[src/rtl/tune_sequencer.sv]
// Note-table tune player: walks programmed (period, duration) entries and drives the tone generator.
// Optional build macro TUNE_SEQUENCER_LOOP_EN adds a `loop` input that restarts playback after the last entry.
module tune_sequencer #(
    parameter int unsigned CLK_F  = 32,
    parameter int unsigned ADDR_W = 3,
    parameter int unsigned GAP_MS = 10
) (
    input  logic              CLK,
    input  logic              RST_N,
    input  logic              wr_en,
    input  logic [ADDR_W-1:0] wr_addr,
    input  logic [31:0]       wr_period,
    input  logic [15:0]       wr_dur,
    input  logic [ADDR_W:0]   length,
    input  logic              start,
    input  logic              stop,
`ifdef TUNE_SEQUENCER_LOOP_EN
    input  logic              loop,
`endif
    output logic [31:0]       period,
    output logic              tone_en,
    output logic              busy,
    output logic              done,
    output logic [ADDR_W-1:0] note_idx
);

    localparam int unsigned DEPTH = 2 ** ADDR_W;
    localparam int unsigned TICK  = CLK_F * 1000;
    localparam logic [ADDR_W-1:0] IDX_ONE = 1;
    localparam logic [ADDR_W:0]   LEN_ONE = 1;

    typedef enum logic [1:0] {
        S_IDLE,
        S_LOAD,
        S_PLAY,
        S_GAP
    } state_t;

    state_t state_q, state_d;

    logic [31:0]       per_mem [DEPTH];
    logic [15:0]       dur_mem [DEPTH];

    logic [31:0]       presc_q, presc_d;
    logic [15:0]       ms_q, ms_d;
    logic [31:0]       period_q, period_d;
    logic              tone_en_q, tone_en_d;
    logic              busy_q, busy_d;
    logic              done_q, done_d;
    logic [ADDR_W-1:0] idx_q, idx_d;
    logic [ADDR_W:0]   len_q, len_d;
    logic              tick;
    logic              advance;
    logic              is_last;

    // Table has no reset; contents are undefined until written.
    always_ff @(posedge CLK) begin
        if (wr_en) begin
            per_mem[wr_addr] <= wr_period;
            dur_mem[wr_addr] <= wr_dur;
        end
    end

    assign tick    = (presc_q == TICK - 1);
    assign is_last = (({1'b0, idx_q} + LEN_ONE) == len_q);

    always_comb begin
        state_d  = state_q;
        period_d = period_q;
        ms_d     = ms_q;
        idx_d    = idx_q;
        len_d    = len_q;
        done_d   = 1'b0;
        advance  = 1'b0;
        presc_d  = '0;

        case (state_q)
            S_IDLE: begin
                if (start) begin
                    if (length != '0) begin
                        state_d = S_LOAD;
                        idx_d   = '0;
                        len_d   = length;
                    end else begin
                        done_d = 1'b1;
                    end
                end
            end
            S_LOAD: begin
                period_d = per_mem[idx_q];
                ms_d     = dur_mem[idx_q];
                if (dur_mem[idx_q] == '0) begin
                    advance = 1'b1;
                end else begin
                    state_d = S_PLAY;
                end
            end
            S_PLAY: begin
                if (tick) begin
                    if (ms_q <= 16'd1) begin
                        if (GAP_MS != 0) begin
                            state_d = S_GAP;
                            ms_d    = 16'(GAP_MS);
                        end else begin
                            advance = 1'b1;
                        end
                    end else begin
                        ms_d = ms_q - 16'd1;
                    end
                end
            end
            S_GAP: begin
                if (tick) begin
                    if (ms_q <= 16'd1) begin
                        advance = 1'b1;
                    end else begin
                        ms_d = ms_q - 16'd1;
                    end
                end
            end
            default: state_d = S_IDLE;
        endcase

        if (advance) begin
            if (is_last) begin
`ifdef TUNE_SEQUENCER_LOOP_EN
                if (loop) begin
                    state_d = S_LOAD;
                    idx_d   = '0;
                end else begin
                    state_d = S_IDLE;
                    done_d  = 1'b1;
                end
`else
                state_d = S_IDLE;
                done_d  = 1'b1;
`endif
            end else begin
                state_d = S_LOAD;
                idx_d   = idx_q + IDX_ONE;
            end
        end

        // Abort overrides everything above, including a pending load or done pulse.
        if (stop) begin
            state_d  = S_IDLE;
            period_d = period_q;
            idx_d    = idx_q;
            done_d   = 1'b0;
        end

        if ((state_q == S_PLAY || state_q == S_GAP) && state_d == state_q) begin
            presc_d = tick ? '0 : presc_q + 32'd1;
        end

        busy_d    = (state_d != S_IDLE);
        tone_en_d = (state_d == S_PLAY) && (period_d != '0);
    end

    always_ff @(posedge CLK or negedge RST_N) begin
        if (!RST_N) begin
            state_q   <= S_IDLE;
            presc_q   <= '0;
            ms_q      <= '0;
            period_q  <= '0;
            tone_en_q <= 1'b0;
            busy_q    <= 1'b0;
            done_q    <= 1'b0;
            idx_q     <= '0;
            len_q     <= '0;
        end else begin
            state_q   <= state_d;
            presc_q   <= presc_d;
            ms_q      <= ms_d;
            period_q  <= period_d;
            tone_en_q <= tone_en_d;
            busy_q    <= busy_d;
            done_q    <= done_d;
            idx_q     <= idx_d;
            len_q     <= len_d;
        end
    end

    assign period   = period_q;
    assign tone_en  = tone_en_q;
    assign busy     = busy_q;
    assign done     = done_q;
    assign note_idx = idx_q;

endmodule

[config.mk]
export PLATFORM = sky130hd
export DESIGN_NAME = tune_sequencer
export DESIGN_NICKNAME = d
export VERILOG_FILES = /design/src/rtl/tune_sequencer.sv
export SDC_FILE = /design/constraint.sdc
export NUM_CORES = 1
export LEC_CHECK = 0
export BUFFER_PORTS_ARGS = -buffer_cell sky130_fd_sc_hd__buf_2
export CORE_ASPECT_RATIO = 0.5
export CORE_MARGIN = 8
export CORE_UTILIZATION = 60
export CTS_CLUSTER_SIZE = 16
export DETAILED_ROUTE_END_ITERATION = 12
export PLACE_DENSITY = 0.87
export SLEW_MARGIN = 20
export SYNTH_ARGS = -nofsm -noshare
export SYNTH_HDL_FRONTEND = slang
export SYNTH_SLANG_ARGS = --single-unit
[constraint.sdc]
create_clock -name CLK -period 6.4 [get_ports CLK]
set_input_delay 0.96 -clock CLK [delete_from_list [all_inputs] [get_ports CLK]]
set_output_delay 0.96 -clock CLK [all_outputs]
set_load 0.02 [all_outputs]
==> flow_metrics.tcl <==
set metrics [dict create \
    cp-start-kind "flop" \
    first_global_vias 10871 \
    skew_ns 0.0158 \
    crit_path_end_kind "flop" \
    worstHoldPathType "in -> async" \
    ctsHoldBuffers 0 \
    drc 0 \
    yosys.area.top_type "edfxtp_1" \
    ys_types 55 \
    grt_pass1_wl_mm 65.1 \
    synth_cells 1033 \
    synth_area_mm2 0.0189 \
    dp_hpwl_mm 24.0 \
    synthFlopType "edfxtp_1" \
    power_w 0.00689 \
    insertion_delay_ns 0.56 \
    portBuffers 97 \
    nets 1204 \
    root_buffer "clkbuf_16" \
    ys_seq_area_share_pct 73.4 \
    drive_gt1_share_pct 24.9 \
    place_area_mm2 0.0198 \
    fin_area_mm2 0.0211 \
    syn_to_final_growth_pct 11.8 \
    track_usage_pct 22.9 \
    multi_input_area_mm2 0.00474 \
    firstDrtPassIters 7 \
    cts_tree "done" \
    synth_warnings 0 \
    wl_per_cell_um 27.0 \
    fin_hold_ws_ns 0.368 \
    p_switching_w 0.00178 \
    drt_iter0_drc 1141 \
    via_per_inst 6.42 \
    cts-htree-levels 2 \
    fin_tns_setup_ns 0 \
    die_width_um 267 \
    post-cts-setup-buffers 0 \
    switching_share_pct 25.8 \
    synthArstFlopShare_pct 19.3 \
    overflow 0 \
    yosysMostFrequentCell "edfxtp_1" \
    tightest_slew_ns 0.900 \
    timing.fmax_ghz 0.222 \
    p_comb_share_pct 10.1 \
    synth_commonest_cells "edfxtp_1, mux4_2, dfrtp_1" \
    rsz0062_at_grt "false" \
    power_density_mw_per_mm2 327 \
    clk_pin_slew_ns 0.07 \
    cts.sinks 476 \
    io_pins 98 \
    outcome "complete, no violations" \
    seqCellArea_mm2 0.0138 \
    cp.arrival_ns 4.93 \
    ir_drop_mv 0.223 \
    synth_edf_count 384 \
    slew_violations 0 \
    min_period_ns 4.50 \
    coreArea_mm2 0.0313 \
    vias 10329 \
    synth.area.top_cells "edfxtp_1, dfrtp_1, mux4_2" \
    initial_core_util_pct 60.2 \
    gp_congestion 0.845 \
    criticalPathCategory "reg -> reg" \
    synth_largest_type_area_fraction_pct 61.2 \
    synth-seq-cells 476 \
    routed_wl_mm 43.4 \
    max_slew_margin_pct 40.0 \
    path_max_fanout 40 \
    fillers 1921 \
    syn_area_per_cell_um2 18.2 \
    setup_viol 0 \
    fin_util_pct 67.3 \
    clock_power_share_pct 35.3 \
    required_ns 6.82 \
    rows 46 \
    antenna_found_initial 6 \
    p_leak_nw 6.93 \
    route.antenna.remaining_nets 0 \
    grt_max_degree 65 \
    postCtsResizedCells 0 \
    hold_viol 0 \
    die_area_mm2 0.0377 \
    internal_power_w 0.00511 \
    seqPwrFrac_pct 54.6 \
    clk_path_buf_depth 3 \
    max_cap_viol_count 0 \
    fp.dieH_um 141 \
    fin_crit_sh_pct 70.4 \
    synth_fp_nets 1097 \
    cts_buffers 41 \
]
## cells by family (layout without fill, tap and decap cells)
| kind of cell | Yosys count | count (layout) | share of synthesized area (%) |
|---|---|---|---|
| fa+ha+maj | 4 | 4 | 0.265 |
| mux | 150 | 150 | 14.4 |
| simple gates | 205 | 205 | 5.40 |
| flops | 476 | 476 | 73.4 |
| xor+xnor | 29 | 29 | 1.35 |
| buf+inv | 62 | 200 | 1.77 |
| other cells | 0 | 5 | 0 |
| compound gates | 107 | 107 | 3.43 |
## worst max-delay path, stage by stage, from the launching register on
cell	delay (ns)
dfrtp_4	0.89
buf_4	0.67
buf_4	0.65
mux4_2	0.60
mux2i_1	0.22
a21oi_1	0.14
nor4_1	0.52
nand4_1	0.22
nor2_1	0.31
a211oi_1	0.09
## stage by stage
step	setup slack (ns)	cells
floorplan	1.47	1033
global placement	2.25	1529
detailed placement	1.95	1529
CTS	1.79	1603
global route	1.46	1608
finish	1.90	1608
## placed cells by master, fill, tap and decap left out, types with 10 or more instances in the layout
master	n
inv_1	14
nand2_1	25
buf_2	96
o21ai_0	29
buf_4	16
nand3_1	10
xor2_1	16
nor4_1	17
nand4_1	13
clkbuf_16	42
a21oi_1	47
edfxtp_1	384
nor2_1	81
dfrtp_1	89
mux4_2	94
xnor2_1	13
mux2i_1	49
## power by group through the flow
stage	logic, W	clock network, W	registers, W
detailed placement	0.000669	0	0.00380
floorplan	0.000290	0	0.00385
global placement	0.000636	0	0.00379
finish	0.000698	0.00243	0.00376
global route	0.000738	0.00256	0.00377
CTS	0.000690	0.00245	0.00375
## sequential cells by signal (all words and copies together), names as in the netlist
register / flops
busy: 1
tone_en: 1
period: 32
state_q: 2
done: 1
ms_q: 16
per_mem: 256
presc_q: 32
len_q: 4
dur_mem: 128
note_idx: 3
## cell type report
cell class              instances  area share, %
flip-flops and latches        476           65.7
multi-input cells             495           22.5
clock buffers                  51           5.19
repair buffers                112           2.85
well taps                     432           2.56
clock inverters                23          0.926
inverters                      14          0.249
diodes                          5         0.0593
## metal layers
| layer | global-route usage (%) | vias up | routed length, um |
|---|---|---|---|
| li1 | - | 4314 | - |
| met5 | 0 | - | 0 |
| met1 | 27.8 | 5290 | 15600 |
| met4 | 9.50 | 0 | 1890 |
| met3 | 4.21 | 142 | 3330 |
| met2 | 40.5 | 583 | 22600 |
## path summary, 6_finish.rpt
| kind | start | to | slack, ns | cells past startpoint |
|---|---|---|---|---|
| max | note_idx[0]$_DFFE_PN0N_ | tone_en$_DFF_PN0_ | 1.90 | 9 |
| min | RST_N | period[15]$_DFF_PN0_ | 0.37 | 1 |
| max reg2reg | note_idx[0]$_DFFE_PN0N_ | tone_en$_DFF_PN0_ | 1.90 | 9 |
| min reg2reg | presc_q[0]$_DFF_PN0_ | presc_q[0]$_DFF_PN0_ | 0.45 | 1 |
| max in group asynchronous | RST_N | note_idx[0]$_DFFE_PN0N_ | 4.85 | 2 |
| min in group CLK | presc_q[0]$_DFF_PN0_ | presc_q[0]$_DFF_PN0_ | 0.45 | 1 |
Note: power is estimated with default switching activity, not from simulation.
